## src/rtl/mem_arb_pkg.sv

```systemverilog
// Shared types for the memory port arbiter.
//   state_t : FSM states (IDLE, ACC, RESP)
//   owner_t : which stage owns the current access
//   op_t    : read or write
package mem_arb_pkg;

    typedef enum logic [1:0] {
        IDLE = 2'd0,
        ACC  = 2'd1,
        RESP = 2'd2
    } state_t;

    typedef enum logic {
        OWN_IF = 1'b0,
        OWN_EX = 1'b1
    } owner_t;

    typedef enum logic {
        OP_RD = 1'b0,
        OP_WR = 1'b1
    } op_t;

endpackage

```

## src/rtl/mem_port_arbiter_if.sv

```systemverilog
// Bus bundle between the fetch stage, the execute stage, the shared
// single-port memory and the arbiter.
//   slave  : the arbiter (takes requests and mem_rdata, returns grants,
//            valids, read data and drives the memory address/write side)
//   master : everything around the arbiter (requesters plus memory)
interface mem_port_arbiter_if #(
    parameter int ADDR_W = 8,
    parameter int DATA_W = 8
) ();

    // fetch side
    logic              if_req;
    logic [ADDR_W-1:0] if_addr;
    logic              if_gnt;
    logic              if_valid;
    logic [DATA_W-1:0] if_rdata;

    // execute side
    logic              ex_read;
    logic              ex_write;
    logic [ADDR_W-1:0] ex_addr;
    logic [DATA_W-1:0] ex_wdata;
    logic              ex_gnt;
    logic              ex_valid;
    logic [DATA_W-1:0] ex_rdata;

    // memory side
    logic [ADDR_W-1:0] mem_addr;
    logic [DATA_W-1:0] mem_wdata;
    logic              mem_wr;
    logic [DATA_W-1:0] mem_rdata;

    modport slave (
        input  if_req, if_addr, ex_read, ex_write, ex_addr, ex_wdata, mem_rdata,
        output if_gnt, if_valid, if_rdata, ex_gnt, ex_valid, ex_rdata,
               mem_addr, mem_wdata, mem_wr
    );

    modport master (
        output if_req, if_addr, ex_read, ex_write, ex_addr, ex_wdata, mem_rdata,
        input  if_gnt, if_valid, if_rdata, ex_gnt, ex_valid, ex_rdata,
               mem_addr, mem_wdata, mem_wr
    );

endinterface

```

## src/rtl/mem_arb_starve_ctr.sv

```systemverilog
// Saturating count of execute grants given while fetch was waiting.
//   clock, reset : clock and asynchronous active-low reset
//   if_req       : fetch request level
//   if_gnt       : fetch accept pulse (clears the count)
//   ex_gnt       : execute accept pulse (counts, or clears if fetch idle)
//   at_max       : count has reached STARVE_MAX, fetch must win next
module mem_arb_starve_ctr #(
    parameter int STARVE_MAX = 3
) (
    input  logic clock,
    input  logic reset,
    input  logic if_req,
    input  logic if_gnt,
    input  logic ex_gnt,
    output logic at_max
);

    localparam int W = $clog2(STARVE_MAX + 1);
    localparam logic [W-1:0] MAX_V = W'(STARVE_MAX);

    logic [W-1:0] cnt_q;

    always_ff @(posedge clock or negedge reset) begin
        if (!reset) begin
            cnt_q <= '0;
        end else if (if_gnt) begin
            cnt_q <= '0;
        end else if (ex_gnt) begin
            // Execute overtook a waiting fetch: count it. An uncontested
            // execute grant means fetch is not being starved at all.
            if (!if_req)
                cnt_q <= '0;
            else if (cnt_q != MAX_V)
                cnt_q <= cnt_q + 1'b1;
        end
    end

    assign at_max = (cnt_q == MAX_V);

endmodule

```

## src/rtl/mem_port_arbiter.sv

```systemverilog
// Shares one single-port memory between fetch and execute. One access at
// a time: grant in IDLE, hold address/data in ACC for the access latency,
// one-cycle valid pulse in RESP. Execute has priority unless fetch has
// waited through STARVE_MAX execute grants.
//   clock, reset : clock and asynchronous active-low reset
//   bus          : request/grant/valid for both stages plus memory port
//   busy         : arbiter is not in IDLE
//   err          : sticky, set when ex_read and ex_write are seen together
module mem_port_arbiter
    import mem_arb_pkg::*;
#(
    parameter int ADDR_W     = 8,
    parameter int DATA_W     = 8,
    parameter int LAT        = 2,
    parameter int STARVE_MAX = 3
) (
    input  logic          clock,
    input  logic          reset,
    mem_port_arbiter_if.slave bus,
    output logic          busy,
    output logic          err
);

    localparam int CNT_W = $clog2(LAT + 1);
    localparam logic [CNT_W-1:0] CNT_ONE = CNT_W'(1);

    state_t            state_q, state_d;
    owner_t            owner_q;
    op_t               op_q;
    logic [ADDR_W-1:0] addr_q;
    logic [DATA_W-1:0] wdata_q;
    logic [CNT_W-1:0]  cnt_q;
    logic [DATA_W-1:0] if_rdata_q;
    logic [DATA_W-1:0] ex_rdata_q;
    logic              err_q;

    logic ex_req;
    logic fetch_wins;
    logic if_gnt_c;
    logic ex_gnt_c;
    logic at_max;
    logic last_acc;

    mem_arb_starve_ctr #(.STARVE_MAX(STARVE_MAX)) u_starve (
        .clock  (clock),
        .reset  (reset),
        .if_req (bus.if_req),
        .if_gnt (if_gnt_c),
        .ex_gnt (ex_gnt_c),
        .at_max (at_max)
    );

    // Grant selection. The grants are combinational, so they are gated by
    // reset to keep every output at 0 while reset is held.
    always_comb begin
        ex_req     = bus.ex_read | bus.ex_write;
        fetch_wins = bus.if_req & (~ex_req | at_max);
        if_gnt_c   = reset & (state_q == IDLE) & fetch_wins;
        ex_gnt_c   = reset & (state_q == IDLE) & ex_req & ~fetch_wins;
        last_acc   = (state_q == ACC) & (cnt_q == CNT_ONE);
    end

    always_comb begin
        // NOTE: state_d gets its default before the case so every path
        // assigns it and no latch is inferred.
        state_d = state_q;
        unique case (state_q)
            IDLE:    if (if_gnt_c || ex_gnt_c) state_d = ACC;
            ACC:     if (last_acc)             state_d = RESP;
            RESP:    state_d = IDLE;
            default: state_d = IDLE;
        endcase
    end

    always_ff @(posedge clock or negedge reset) begin
        if (!reset) begin
            // NOTE: the rdata holders are plain registers, not a memory
            // array, so they are reset with everything else and the read
            // data outputs are 0 while in reset.
            state_q    <= IDLE;
            owner_q    <= OWN_IF;
            op_q       <= OP_RD;
            addr_q     <= '0;
            wdata_q    <= '0;
            cnt_q      <= '0;
            if_rdata_q <= '0;
            ex_rdata_q <= '0;
            err_q      <= 1'b0;
        end else begin
            // NOTE: non-blocking assignments throughout, so every flop
            // samples pre-edge values and the update order is irrelevant.
            state_q <= state_d;

            if (if_gnt_c) begin
                owner_q <= OWN_IF;
                op_q    <= OP_RD;
                addr_q  <= bus.if_addr;
                cnt_q   <= CNT_W'(LAT);
            end else if (ex_gnt_c) begin
                owner_q <= OWN_EX;
                // read+write together is carried out as a write
                op_q    <= bus.ex_write ? OP_WR : OP_RD;
                addr_q  <= bus.ex_addr;
                wdata_q <= bus.ex_wdata;
                cnt_q   <= bus.ex_write ? CNT_ONE : CNT_W'(LAT);
            end else if (state_q == ACC) begin
                cnt_q <= cnt_q - 1'b1;
            end

            // mem_rdata is valid in the last ACC cycle of a read
            if (last_acc && op_q == OP_RD) begin
                if (owner_q == OWN_IF)
                    if_rdata_q <= bus.mem_rdata;
                else
                    ex_rdata_q <= bus.mem_rdata;
            end

            if (state_q == IDLE && bus.ex_read && bus.ex_write)
                err_q <= 1'b1;
        end
    end

    assign bus.if_gnt    = if_gnt_c;
    assign bus.ex_gnt    = ex_gnt_c;
    assign bus.if_valid  = (state_q == RESP) && (owner_q == OWN_IF);
    assign bus.ex_valid  = (state_q == RESP) && (owner_q == OWN_EX);
    assign bus.if_rdata  = if_rdata_q;
    assign bus.ex_rdata  = ex_rdata_q;
    assign bus.mem_addr  = addr_q;
    assign bus.mem_wdata = wdata_q;
    // a write loads cnt = 1, so its single ACC cycle is also its first
    assign bus.mem_wr    = (state_q == ACC) && (op_q == OP_WR) && (cnt_q == CNT_ONE);
    assign busy          = (state_q != IDLE);
    assign err           = err_q;

endmodule
```

## src/flat_wrapper.sv

```systemverilog
// flat-port wrapper written by rule: the top's interface ports become plain ports
module mem_port_arbiter_flat import mem_arb_pkg::*;
#(
    parameter int ADDR_W     = 8,
    parameter int DATA_W     = 8,
    parameter int LAT        = 2,
    parameter int STARVE_MAX = 3
)
  (clock, reset, busy, err, bus_if_req, bus_if_addr, bus_ex_read, bus_ex_write, bus_ex_addr, bus_ex_wdata, bus_mem_rdata, bus_if_gnt, bus_if_valid, bus_if_rdata, bus_ex_gnt, bus_ex_valid, bus_ex_rdata, bus_mem_addr, bus_mem_wdata, bus_mem_wr);
  mem_port_arbiter_if #(.ADDR_W(ADDR_W), .DATA_W(DATA_W)) bus_i ();
  input  logic clock;
  input  logic reset;
  output logic busy;
  output logic err;
  input wire logic [$bits(bus_i.if_req)-1:0] bus_if_req;
  input wire logic [$bits(bus_i.if_addr)-1:0] bus_if_addr;
  input wire logic [$bits(bus_i.ex_read)-1:0] bus_ex_read;
  input wire logic [$bits(bus_i.ex_write)-1:0] bus_ex_write;
  input wire logic [$bits(bus_i.ex_addr)-1:0] bus_ex_addr;
  input wire logic [$bits(bus_i.ex_wdata)-1:0] bus_ex_wdata;
  input wire logic [$bits(bus_i.mem_rdata)-1:0] bus_mem_rdata;
  output wire logic [$bits(bus_i.if_gnt)-1:0] bus_if_gnt;
  output wire logic [$bits(bus_i.if_valid)-1:0] bus_if_valid;
  output wire logic [$bits(bus_i.if_rdata)-1:0] bus_if_rdata;
  output wire logic [$bits(bus_i.ex_gnt)-1:0] bus_ex_gnt;
  output wire logic [$bits(bus_i.ex_valid)-1:0] bus_ex_valid;
  output wire logic [$bits(bus_i.ex_rdata)-1:0] bus_ex_rdata;
  output wire logic [$bits(bus_i.mem_addr)-1:0] bus_mem_addr;
  output wire logic [$bits(bus_i.mem_wdata)-1:0] bus_mem_wdata;
  output wire logic [$bits(bus_i.mem_wr)-1:0] bus_mem_wr;
  assign bus_i.if_req = bus_if_req;
  assign bus_i.if_addr = bus_if_addr;
  assign bus_i.ex_read = bus_ex_read;
  assign bus_i.ex_write = bus_ex_write;
  assign bus_i.ex_addr = bus_ex_addr;
  assign bus_i.ex_wdata = bus_ex_wdata;
  assign bus_i.mem_rdata = bus_mem_rdata;
  assign bus_if_gnt = bus_i.if_gnt;
  assign bus_if_valid = bus_i.if_valid;
  assign bus_if_rdata = bus_i.if_rdata;
  assign bus_ex_gnt = bus_i.ex_gnt;
  assign bus_ex_valid = bus_i.ex_valid;
  assign bus_ex_rdata = bus_i.ex_rdata;
  assign bus_mem_addr = bus_i.mem_addr;
  assign bus_mem_wdata = bus_i.mem_wdata;
  assign bus_mem_wr = bus_i.mem_wr;
  mem_port_arbiter #(.ADDR_W(ADDR_W), .DATA_W(DATA_W), .LAT(LAT), .STARVE_MAX(STARVE_MAX)) u_core (.clock(clock), .reset(reset), .bus(bus_i), .busy(busy), .err(err));
endmodule
```

## config.mk

```make
export PLATFORM = sky130hd
export DESIGN_NAME = mem_port_arbiter_flat
export DESIGN_NICKNAME = d
export VERILOG_FILES = /design/src/rtl/mem_arb_pkg.sv /design/src/rtl/mem_port_arbiter_if.sv /design/src/rtl/mem_arb_starve_ctr.sv /design/src/rtl/mem_port_arbiter.sv /design/src/flat_wrapper.sv
export SDC_FILE = /design/constraint.sdc
export NUM_CORES = 1
export LEC_CHECK = 0
export BUFFER_PORTS_ARGS = -buffer_cell sky130_fd_sc_hd__buf_2
export CORE_MARGIN = 2
export CORE_UTILIZATION = 42
export CTS_CLUSTER_SIZE = 30
export DETAILED_ROUTE_END_ITERATION = 10
export PLACE_DENSITY = 0.79
export SETUP_SLACK_MARGIN = 0.5
export SLEW_MARGIN = 20
export SYNTH_ARGS = -nofsm -noshare
export SYNTH_HDL_FRONTEND = slang
export SYNTH_SLANG_ARGS = --single-unit
```

## constraint.sdc

```tcl
create_clock -name clock -period 1.44 [get_ports clock]
set_input_delay 0.144 -clock clock [delete_from_list [all_inputs] [get_ports clock]]
set_output_delay 0.144 -clock clock [all_outputs]
set_load 0.03 [all_outputs]
```

==> impl_metrics.json <==
{
  "initial_utilization": 0.4431,
  "p_leak_uw": 0.001702,
  "synth_nets": 177,
  "synth_edf_count": 0,
  "postSynth.asyncResetShare": 1.000,
  "synth-seq-area-share": 0.5706,
  "rows": 23,
  "syn_avg_cell_area_um2": 13.03,
  "die-area_um2": 4821,
  "start_kind": "flop",
  "hp-class": "in -> reg",
  "cp_max_fo": 3,
  "critPathKind": "reg -> out",
  "post-route-util": 0.8313,
  "layout_min_cycle_time_ps": 1555,
  "dieHeight_um": 69.43,
  "drtAntennaViolNets": 0,
  "synthXorXnorAreaFrac": 0,
  "instances_no_fill": 329,
  "tritoncts": "built",
  "cts_root_buf": "clkbuf_8",
  "hold_viol_final": 0,
  "max_freq_mhz": 643.2,
  "via_count": 1737,
  "cts_sinks": 41,
  "cpPeakStageDelay_ps": 410,
  "cts-buffers-inserted": 5,
  "netlist_top_cells_count": "41 x dfrtp_1, 16 x mux2_2, 15 x nand2_1",
  "vias_per_cell": 5.280,
  "ys_warn_count": 0,
  "fin_nets": 317,
  "yosys.area_share.simple": 0.1072,
  "gp_congestion": 0.7936,
  "synth_fa_ha_area_frac": 0.01392,
  "dp_cells": 273,
  "drc": 0,
  "period_share": 1.080,
  "powerDensity_nw_per_um2": 2480,
  "synth_top_family_by_area": "multiplexers",
  "holdWs_ps": 54.97,
  "drive_gt1_frac": 0.7455,
  "synthMuxAreaShare": 0.2095,
  "fin_ws_ps": -114.6,
  "synth_most_common_cell": "dfrtp_1",
  "cts_max_level": 2,
  "use_met2": 0.4594,
  "synth_largest_area_cell": "dfrtp_1",
  "grt_max_degree": 23,
  "overflow": 0,
  "synthesis.area_um2": 1798,
  "first_pass_iters": 4,
  "grt_pass1_wl_um": 9791,
  "max-vdd-ir-drop_uv": 1497,
  "chipWidth_um": 69.43,
  "place_hpwl_um": 3066,
  "drt_iter0_drc": 57,
  "grt_pass1_vias": 1905,
  "pin_count": 76,
  "met1_usage": 0.3108,
  "port_buffers": 75,
  "drt-wirelength-per-cell_um": 20.29,
  "cap_violations": 0,
  "rsz0062_at_grt": "true",
  "yosysTopAreaCellShare": 0.5706,
  "relSlewSlack": 0.6133,
  "synthCells": 138,
  "end_kind": "output port",
  "use_met3": 0.06831,
  "crit_chain": "inv_2, ha_4, nand3b_4, inv_2, and2_4, buf_6",
  "critical_path_required_ps": 1300,
  "synth-main-ff-cell": "dfrtp_1",
  "cp_slowest_cell": "dfrtp_1",
  "n_antenna_cell": 0,
  "violations": "negative setup slack",
  "grt_busiest_layer": "met2",
  "tightest_slew_ps": 577.9,
  "grt_usage": 0.2657,
  "routed_wl_um": 6674,
  "syn_to_final_growth_pct": 87.61,
  "clk_latency_ps": 310,
  "synth.area.top_cells": "dfrtp_1 57%, mux2_2 10%, mux2_4 5.8%",
  "crit_top_cell": "inv_2",
  "setup_violations": 35,
  "core_um2": 4058,
  "synth_compound_area_frac": 0.07516,
  "status": "finished with violations",
  "antenna_found_initial": 0,
  "maxSlewViolCount": 0,
  "final.setup_skew_ps": 10.42,
  "synth.distinct_cells": 32,
  "tns_ps": -1231,
  "r2r_slack_ps": -110,
  "ys_ff_latch": 41,
  "critical_path_arrival_ps": 1410,
  "place_ws_ps": -50.98,
  "clk_pin_slew_worst_paths_ps": 90,
  "clk_path_buf_depth": 2
}
==> timing repair <==
item / in CTS / in global routing
gates cloned: 1 / 0
gates resized for setup: 132 / 5
setup buffers: 35 / 10
pin swaps: 22 / 2
endpoints found under the setup margin: 79 / 81
hold endpoints to repair: 13 / 0
hold buffers: 2 / 0
==> routing by layer <==
layer,part of all wire,wire length (um),vias to the layer above
li1,-,-,772
met1,0.38,2557,870
met2,0.52,3490,69
met3,0.046,310,26
met4,0.047,316,0
met5,0,0,-
==> area by class of cell <==
class,instances,area [um^2]
flip-flops and latches,41,1028
multi-input cells,89,959.7
clock buffers,6,82.58
clock inverters,2,37.54
well taps,50,62.56
fillers,169,684.4
inverters,4,18.77
repair buffers,137,1184
==> report_power, final <==
| group | internal, uW | switching, uW | leakage [uW] |
|---|---|---|---|
| registers | 1720 | 513 | 0.000490 |
| logic | 2720 | 2400 | 0.00115 |
| clock network | 564 | 447 | 0.0000574 |
| total | 5010 | 3360 | 0.00170 |
==> layout by cell type, fill, tap and decap left out, types with 3 or more instances in the layout <==
cell      synthesis  layout
mux2_2           16       8
nand2_4           0       3
dfrtp_1          41      39
nand2_2           1      10
mux2i_1           8       6
mux2_4            7      15
o21ai_1           0       9
clkbuf_8          0       6
inv_2             0       3
buf_2             1      36
buf_4             1      44
nand2_1          15       3
buf_6             1      52
nor2_1            7       4
==> sequential cells by signal (all words and copies together), names as in the netlist <==
name	cells
u_core.bus.ex_rdata	8
u_core.bus.if_rdata	8
u_core.bus.mem_addr	8
u_core.bus.mem_wdata	8
u_core.cnt_q	2
u_core.state_q	2
u_core.u_starve.cnt_q	2
u_core.err	1
u_core.op_q	1
u_core.owner_q	1
==> critical path, delay by kind of cell (launching register included) <==
family	cells	cell delay, ps
and+or+nand+nor	2	250
adders and majority gates	1	150
buffers and inverters	3	290
DFF	1	410
==> metrics by stage <==
stage | power (uW) | cell area [um^2]
final | 8365 | 3373
after global routing | 8707 | 3373
after CTS | 7843 | 3277
after detailed placement | 5119 | 2397
after global placement | 5026 | 2397
after floorplan | 4167 | 1864
==> kinds of logic (layout without fill, tap and decap cells) <==
family | Yosys count | in the layout
buf+inv | 8 | 149
mux | 32 | 32
simple gates | 34 | 34
fa+ha+maj | 2 | 2
compound gates | 21 | 21
flops | 41 | 41
==> final timing paths <==
check,from,to,cells past startpoint
worst max register to register,u_core.state_q[1]$_DFFE_PN0P_,u_core.op_q$_DFFE_PN0P_,5
worst min-delay path,bus_ex_wdata[0],u_core.bus.mem_wdata[0]$_DFFE_PN0P_,2
worst max-delay path,u_core.cnt_q[1]$_DFFE_PN0P_,bus_mem_wr,6
min in group asynchronous,reset,u_core.bus.mem_wdata[0]$_DFFE_PN0P_,3
max in group asynchronous,reset,u_core.state_q[1]$_DFFE_PN0P_,4
worst min register to register,u_core.bus.ex_rdata[7]$_DFFE_PN0P_,u_core.bus.ex_rdata[7]$_DFFE_PN0P_,1
Power figures use the tool's default switching activity.
